==> src/rtl/bcd_entry_if.sv <==
// Result handshake between the number-entry block and its consumer.
// The master drives the value and its valid flag. The slave returns ready.
interface bcd_entry_if #(
    parameter int unsigned OUT_W = 32
);
    logic [OUT_W-1:0] value;
    logic             value_valid;
    logic             value_ready;

    modport master (
        output value,
        output value_valid,
        input  value_ready
    );

    modport slave (
        input  value,
        input  value_valid,
        output value_ready
    );
endinterface

==> src/rtl/bcd_entry.sv <==
// Four-digit decimal entry from debounced pushbuttons.
// BCD-to-binary conversion is a multiply-by-10 accumulator, and the result goes out over a valid/ready handshake.
module bcd_entry #(
    parameter int unsigned DB_CYCLES = 1000000,
    parameter int unsigned OUT_W     = 32
) (
    input  logic        clk_100MHz,
    input  logic        reset,
    input  logic        btn_inc,
    input  logic        btn_dec,
    input  logic        btn_next,
    input  logic        btn_enter,
    output logic [3:0]  ones,
    output logic [3:0]  tens,
    output logic [3:0]  hundreds,
    output logic [3:0]  thousands,
    output logic [1:0]  sel,
    output logic        busy,
    bcd_entry_if.master result
);

    localparam int unsigned CNT_W = (DB_CYCLES > 1) ? $clog2(DB_CYCLES) : 1;
    localparam logic [CNT_W-1:0] CNT_MAX = CNT_W'(DB_CYCLES - 1);

    typedef enum logic [1:0] {
        EDIT,
        CONVERT,
        VALID
    } state_t;

    // Button vector order: {enter, next, dec, inc}
    logic [3:0]       btn_raw;
    logic [3:0]       sync1;
    logic [3:0]       sync2;
    logic [3:0]       level;
    logic [3:0]       level_q;
    logic [3:0]       pulse;
    logic [CNT_W-1:0] db_cnt [4];

    assign btn_raw = {btn_enter, btn_next, btn_dec, btn_inc};

    always_ff @(posedge clk_100MHz or negedge reset) begin
        if (!reset) begin
            sync1   <= '0;
            sync2   <= '0;
            level   <= '0;
            level_q <= '0;
            for (int unsigned i = 0; i < 4; i++) begin
                db_cnt[i] <= '0;
            end
        end else begin
            sync1   <= btn_raw;
            sync2   <= sync1;
            level_q <= level;
            for (int unsigned i = 0; i < 4; i++) begin
                if (sync2[i] == level[i]) begin
                    db_cnt[i] <= '0;
                end else if (db_cnt[i] == CNT_MAX) begin
                    level[i]  <= sync2[i];
                    db_cnt[i] <= '0;
                end else begin
                    db_cnt[i] <= db_cnt[i] + 1'b1;
                end
            end
        end
    end

    assign pulse = level & ~level_q;

    state_t           state, state_nx;
    logic [3:0]       digit    [4];
    logic [3:0]       digit_nx [4];
    logic [1:0]       sel_q, sel_nx;
    logic [1:0]       idx, idx_nx;
    logic [13:0]      acc, acc_nx, acc_step;
    logic [OUT_W-1:0] value_q, value_nx;
    logic             valid_q, valid_nx;

    // acc*10 + digit, built from shifts so no multiplier is needed
    assign acc_step = {acc[10:0], 3'b000} + {acc[12:0], 1'b0} + {10'd0, digit[idx]};

    always_comb begin
        state_nx = state;
        digit_nx = digit;
        sel_nx   = sel_q;
        idx_nx   = idx;
        acc_nx   = acc;
        value_nx = value_q;
        valid_nx = valid_q;
        case (state)
            EDIT: begin
                if (pulse[3]) begin
                    acc_nx   = '0;
                    idx_nx   = 2'd3;
                    state_nx = CONVERT;
                end else if (pulse[2]) begin
                    sel_nx = sel_q + 2'd1;
                end else if (pulse[0]) begin
                    digit_nx[sel_q] = (digit[sel_q] == 4'd9) ? 4'd0 : digit[sel_q] + 4'd1;
                end else if (pulse[1]) begin
                    digit_nx[sel_q] = (digit[sel_q] == 4'd0) ? 4'd9 : digit[sel_q] - 4'd1;
                end
            end
            CONVERT: begin
                acc_nx = acc_step;
                if (idx == 2'd0) begin
                    value_nx = OUT_W'(acc_step);
                    valid_nx = 1'b1;
                    state_nx = VALID;
                end else begin
                    idx_nx = idx - 2'd1;
                end
            end
            VALID: begin
                if (valid_q && result.value_ready) begin
                    valid_nx = 1'b0;
                    state_nx = EDIT;
                end
            end
            default: state_nx = EDIT;
        endcase
    end

    always_ff @(posedge clk_100MHz or negedge reset) begin
        if (!reset) begin
            state   <= EDIT;
            sel_q   <= '0;
            idx     <= '0;
            acc     <= '0;
            value_q <= '0;
            valid_q <= 1'b0;
            for (int unsigned i = 0; i < 4; i++) begin
                digit[i] <= '0;
            end
        end else begin
            state   <= state_nx;
            digit   <= digit_nx;
            sel_q   <= sel_nx;
            idx     <= idx_nx;
            acc     <= acc_nx;
            value_q <= value_nx;
            valid_q <= valid_nx;
        end
    end

    assign ones               = digit[0];
    assign tens               = digit[1];
    assign hundreds           = digit[2];
    assign thousands          = digit[3];
    assign sel                = sel_q;
    assign busy               = (state != EDIT);
    assign result.value       = value_q;
    assign result.value_valid = valid_q;

endmodule

==> src/flat_wrapper.sv <==
// flat-port wrapper written by rule: the top's interface ports become plain ports
module bcd_entry_flat 
#(
    parameter int unsigned DB_CYCLES = 1000000,
    parameter int unsigned OUT_W     = 32
)
  (clk_100MHz, reset, btn_inc, btn_dec, btn_next, btn_enter, ones, tens, hundreds, thousands, sel, busy, result_value, result_value_valid, result_value_ready);
  bcd_entry_if #(.OUT_W(OUT_W)) result_i ();
  input  logic clk_100MHz;
  input  logic reset;
  input  logic btn_inc;
  input  logic btn_dec;
  input  logic btn_next;
  input  logic btn_enter;
  output logic [3:0] ones;
  output logic [3:0] tens;
  output logic [3:0] hundreds;
  output logic [3:0] thousands;
  output logic [1:0] sel;
  output logic busy;
  output wire logic [$bits(result_i.value)-1:0] result_value;
  output wire logic [$bits(result_i.value_valid)-1:0] result_value_valid;
  input wire logic [$bits(result_i.value_ready)-1:0] result_value_ready;
  assign result_value = result_i.value;
  assign result_value_valid = result_i.value_valid;
  assign result_i.value_ready = result_value_ready;
  bcd_entry #(.DB_CYCLES(DB_CYCLES), .OUT_W(OUT_W)) u_core (.clk_100MHz(clk_100MHz), .reset(reset), .btn_inc(btn_inc), .btn_dec(btn_dec), .btn_next(btn_next), .btn_enter(btn_enter), .ones(ones), .tens(tens), .hundreds(hundreds), .thousands(thousands), .sel(sel), .busy(busy), .result(result_i));
endmodule
==> config.mk <==
export PLATFORM = sky130hd
export DESIGN_NAME = bcd_entry_flat
export DESIGN_NICKNAME = d
export VERILOG_FILES = /design/src/rtl/bcd_entry_if.sv /design/src/rtl/bcd_entry.sv /design/src/flat_wrapper.sv
export SDC_FILE = /design/constraint.sdc
export NUM_CORES = 1
export LEC_CHECK = 0
export ABC_AREA = 0
export CORE_MARGIN = 2
export CORE_UTILIZATION = 53
export DETAILED_ROUTE_END_ITERATION = 10
export PLACE_DENSITY = 0.76
export SETUP_SLACK_MARGIN = 0.15
export SKIP_LAST_GASP = 1
export SLEW_MARGIN = 40
export SYNTH_ARGS = -nofsm -noshare
export SYNTH_HDL_FRONTEND = slang
export SYNTH_SLANG_ARGS = --single-unit
==> constraint.sdc <==
create_clock -name clk_100MHz -period 3.4 [get_ports clk_100MHz]
set_clock_uncertainty 0.1 [all_clocks]
set_input_delay 0.68 -clock clk_100MHz [delete_from_list [all_inputs] [get_ports clk_100MHz]]
set_output_delay 0.68 -clock clk_100MHz [all_outputs]
set_load 0.01 [all_outputs]
# Word level (Yosys, flattened, before mapping)
# Cells that the tools add are included.
# word_totals
reg_bits,146
output_inout_bits,52
# op_classes
n_addsub,10
n_lt_le_gt_ge,3
n_eq_ne,15
n_mux,34
bitwise_logic,10
reduce_logical,20
# ops
op,count
2-to-1 mux 20 bit,8
"adder 20 x 1 -> 20 bit, second input constant",4
"equality test 20 bit, second input constant",4
bitwise mux 16 bit,2
2-to-1 mux 16 bit,2
2-to-1 mux 4 bit,7
case mux 13 bit (2 select lines),1
binary-select mux 4 bit (select 2 bit),2
adder 14 bit,1
adder 14 x 4 -> 14 bit,1
2-to-1 mux 13 bit,1
AND reduction 2 bit,6
AND reduction 3 bit,4
2-to-1 mux 2 bit,5
demux 4 bit (select 2 bit),1
nonzero test 2 bit,4
">= comparator 3 bit, second input constant",2
"inequality test 2 x 1 -> 1 bit, second input constant",3
NOT 1 bit,6
NOT 2 -> 3 bit,2
case mux 2 bit (3 select lines),1
"adder 4 x 1 -> 4 bit, second input constant",1
bitwise AND 4 bit,1
equality test 1 bit,4
other kinds (16),19

# Longest topological paths before layout
# logic_depth
depth_word,9
depth_mapped,12

# Least setup slack after synthesis
# Ideal clock, no wire load.
# synth_timing
kind,register to register
from,reg u_core.idx[0]
to,reg u_core.acc[9]
setup_time_ps,122
arrival_ps,3298
required_time_ps,3178
setup_slack_ps,-119
stages_incl_launch_ff,13
n_path_buf,1
synth_period_minus_slack_ps,3519
path_cell_list,dfrtp_1 clkbuf_1 mux4_2 inv_1 fa_1 inv_1 ha_1 a21oi_1 and4b_1 o31a_1 o21a_1 or3_1 a32o_1
# synth_via
elab_chain_len,6
# synth_lines
item,line,rtl
from (decl),bcd_entry.sv:74,"logic [1:0] idx, idx_nx;"
from (signal assigned),bcd_entry.sv:139,idx <= idx_nx;
NOT 2 -> 3 bit (not written as such),bcd_entry.sv:80,"assign acc_step = {acc[10:0], 3'b000} + {acc[12:0], 1'b0} + {10'd0, digit[idx]};"
binary-select mux 4 bit (select 2 bit),bcd_entry.sv:80,
2-to-1 mux 4 bit (not written as such) (2 in a row),bcd_entry.sv:80,
adder 14 x 4 -> 14 bit,bcd_entry.sv:80,
case mux 13 bit (2 select lines),bcd_entry.sv:90,case (state)
to (signal assigned),bcd_entry.sv:140,acc <= acc_nx;
to (decl),bcd_entry.sv:75,"logic [13:0] acc, acc_nx, acc_step;"
# Every way passes these cells. The select of a mux whose other input is x is not followed.
# A chain may end at the register's enable or synchronous reset.

# Worst setup path in the final report
# Same ends and word-level chain as after synthesis.

==> out/metrics.cfg <==
[sta]
worstMarginPinSlew_ns = 0.672
setup_slack_ns = -0.0116
rsz0062_at_grt = true
min_period_over_period_pct = 100
finalHoldViolCount = 0
max_slew_margin_pct = 55.2
min_period_ns = 3.41
setup_viol = 2
fmax_mhz = 293
worst_hold_slack_ns = 0.257
final-max-slew-violation-count = 0

[finish]
final-seq-area_mm2 = 0.00365
drive_above_1_share_pct = 14.1
fillers = 1081
multi_input_area_mm2 = 0.00373
nets = 826
num_antenna_cells = 0
fin_cells = 973
area_growth_pct = 16.7

[cts]
clockBufferDepth = 2
cts_buffers = 17
path_clk_slew_ns = 0.06
root_buffer = clkbuf_16
cts_max_level = 4
clk_latency_ns = 0.43
cts_num_sinks = 146
cts_tree = built

[grt]
grt_start_max_net_pins = 92
grt_overflow = 0
antenna_found_initial = 0
grt_pass1_wl_mm = 25.4
gr-usage-all-layers_pct = 21.3
grt_pass1_vias = 5417

[drt]
dr.pass1.iters = 5
avgRoutedWirePerCell_um = 15.5
drt_iter0_drc = 404
drc = 0
drt-total-wl_mm = 15.1
viasPerCell = 5.52
via_count = 5372
postRouteAntennaNets = 0

[floorplan]
ios = 59
num_rows = 43
die-area_mm2 = 0.0153
initial_core_util_pct = 54.6
die-width_um = 124
die_y_um = 124
coreArea_mm2 = 0.0139

[place]
dp_cells = 930
gp_congestion = 0.876
place.port_buffers = 40
dp_hpwl_mm = 10.5

[logic_synthesis]
synthCells = 720
synth_compound_area_share_pct = 5.84
synth_top_family_by_area = simple AND/OR/NAND/NOR gates
synthXorXnorAreaFrac_pct = 9.56
synth_edf_count = 0
ys_seq_elements = 146
synthAdderAreaFrac_pct = 6.62
synthSimpleGateAreaFrac_pct = 18.2
yosys-mux-area-fraction_pct = 7.22
ys_types = 54
yosysWarnings = 0
avgSynthCellArea_um2 = 10.6
ys_seq_area_share_pct = 48.1
synth_area_mm2 = 0.00760
synthArstFlopShare_pct = 100
ys.flop_type = dfrtp_1

[pwr]
p_sw_share_pct = 22.6
clock_power_share_pct = 49.8
p_leak_nw = 4.05
p_seq_share_pct = 47.7
ir_worst_vdd_mv = 0.317
internal_power_mw = 2.87
switchingPower_mw = 0.837
combinationalPowerShare_pct = 2.5
finalPower_mw = 3.71
pwr_density_cell_mw_per_mm2 = 418

[setup_path]
crit_chain = mux4_2 -> inv_2 -> fa_1 -> inv_1 -> ha_1 -> a21oi_2 -> and4b_1 -> o31a_1 -> o21a_1 -> or3_1 -> a32o_1
worstPathMaxFanout = 3
critPathSlowestCell = mux4_2
critPathRequiredTime_ns = 3.61
slowest_delay_ns = 0.52
crit_type = flip-flop to flip-flop
cp-start-kind = flip-flop
cp.arrival_ns = 3.62
end_kind = flip-flop
r2r_cells = 11

[worst_hold_path]
hold_class = flip-flop to flip-flop
min_path_cells = 0

[status]
outcome = complete, but fails checks
violations = negative setup slack

[flow_run]
maxCapViolCount = 0

-- worst max-delay path: cells and delay by family (launching register included) --
family,cells,cell delay (ns)
AOI/OAI and AO/OA,4,0.89
buffers and inverters,2,0.15
muxes,1,0.52
adders and majority gates,2,0.68
DFF,1,0.38
and+or+nand+nor,2,0.58
-- path summary, 6_finish.rpt --
| path | from | to | slack (ns) |
|---|---|---|---|
| worst min register to register | u_core.sync1[2] | u_core.sync2[2] | 0.26 |
| worst max-delay path | u_core.idx[0] | u_core.acc[9] | -0.01 |
| max in group asynchronous | reset | u_core.acc[5] | 1.87 |
| worst max register to register | u_core.idx[0] | u_core.acc[9] | -0.01 |
| min in group asynchronous | reset | u_core.db_cnt[53] | 0.51 |
| worst min-delay path | u_core.sync1[2] | u_core.sync2[2] | 0.26 |
-- power groups by stage --
stage / logic (mW) / registers, mW / clock network (mW)
floorplan: 0.0605 / 1.80 / 0
global placement: 0.0905 / 1.80 / 0
detailed placement: 0.0937 / 1.80 / 0
CTS: 0.0959 / 1.77 / 1.88
global route: 0.109 / 1.77 / 1.96
finish: 0.0922 / 1.77 / 1.85
-- placed cells by master (no fill, tap or decap), types with 11 or more instances in the layout --
cell type and n:
nor2_1 103, clkdlybuf4s50_1 39, xor2_1 42, xnor2_1 41
conb_1 18, dfrtp_1 146, inv_1 31, buf_4 13
nand3_1 42, mux2_2 27, clkbuf_16 17, nand2_1 52
nor3_1 18, ha_1 35, nor4_1 11
-- cells by family (layout without fill, tap and decap cells) --
logic type / count (synthesis) / count (layout)
buffers and inverters: 66 / 122
adder cells (fa/ha/maj): 39 / 39
other: 1 / 18
XOR/XNOR: 83 / 83
flip-flops: 146 / 146
AO/OA/AOI/OAI: 61 / 61
multiplexers: 40 / 40
AND/OR/NAND/NOR: 284 / 284
-- sequential cells by signal (all words and copies together) (netlist names) --
register                   flops
u_core.acc                    13
u_core.db_cnt                 80
u_core.hundreds                4
u_core.idx                     2
u_core.level                   4
u_core.level_q                 4
u_core.ones                    4
u_core.result.value           14
u_core.result.value_valid      1
u_core.sel                     2
u_core.state                   2
u_core.sync1                   4
u_core.sync2                   4
u_core.tens                    4
u_core.thousands               4
-- metrics by stage --
| step | util (%) | TNS, ns | instance area [um2] | setup slack [ns] |
|---|---|---|---|---|
| finish | 63.7 | -0.0193 | 8870 | -0.0116 |
| global route | 63.7 | -0.601 | 8870 | -0.137 |
| CTS | 62.7 | 0 | 8740 | 0.0938 |
| detailed placement | 58.4 | 0 | 8140 | 0.0392 |
| global placement | 58.4 | 0 | 8140 | 0.107 |
| floorplan | - | 0 | 7680 | 0.0872 |
-- cell type report --
| class | count | area share (%) |
|---|---|---|
| inverter | 33 | 1.40 |
| timing repair buffer | 57 | 6.22 |
| multi-input combinational | 525 | 42.1 |
| clock buffer | 19 | 4.88 |
| clock inverter | 13 | 1.71 |
| sequential | 146 | 41.2 |
| tap | 180 | 2.54 |
-- metal layers --
metal	vias to the layer above	wire (um)	GRT usage, %
met5	-	0	0
met4	0	365	8.03
met3	30	652	4.67
met2	131	7580	35.7
met1	2651	6490	27.0
li1	2560	-	-
-- synthesized netlist by cell type (4+ instances only) --
cell,count,area (um2)
buf_4,22,165
dfrtp_1,146,3650
xnor2_1,41,359
nor4_1,11,68.8
mux2_2,27,304
nor3_1,18,90.1
o21ai_0,7,35.0
xor2_1,42,368
nor2b_1,10,62.6
nand2_1,52,195
inv_1,33,124
ha_1,37,463
nand4_1,8,50.1
nand3_1,42,210
or2_2,4,25.0
nor2_1,103,387
buf_2,4,20.0
a21oi_1,12,60.1
mux4_2,9,203
and4_1,5,43.8
a21o_1,4,30.0
o31ai_1,7,52.6
o21a_1,6,45.0
clkbuf_1,5,18.8
a22o_1,9,78.8
and3_1,9,56.3
-- repair_timing --
item / in CTS / in global routing
endpoints found under the setup margin: 9 / 11
hold buffers: 1 / 0
hold endpoints to repair: 2 / 0
pin swaps: 4 / 4
cloned: 0 / 0
buffers inserted: 1 / 9
resized for setup: 2 / 12
Power figures use the tool's default switching activity.
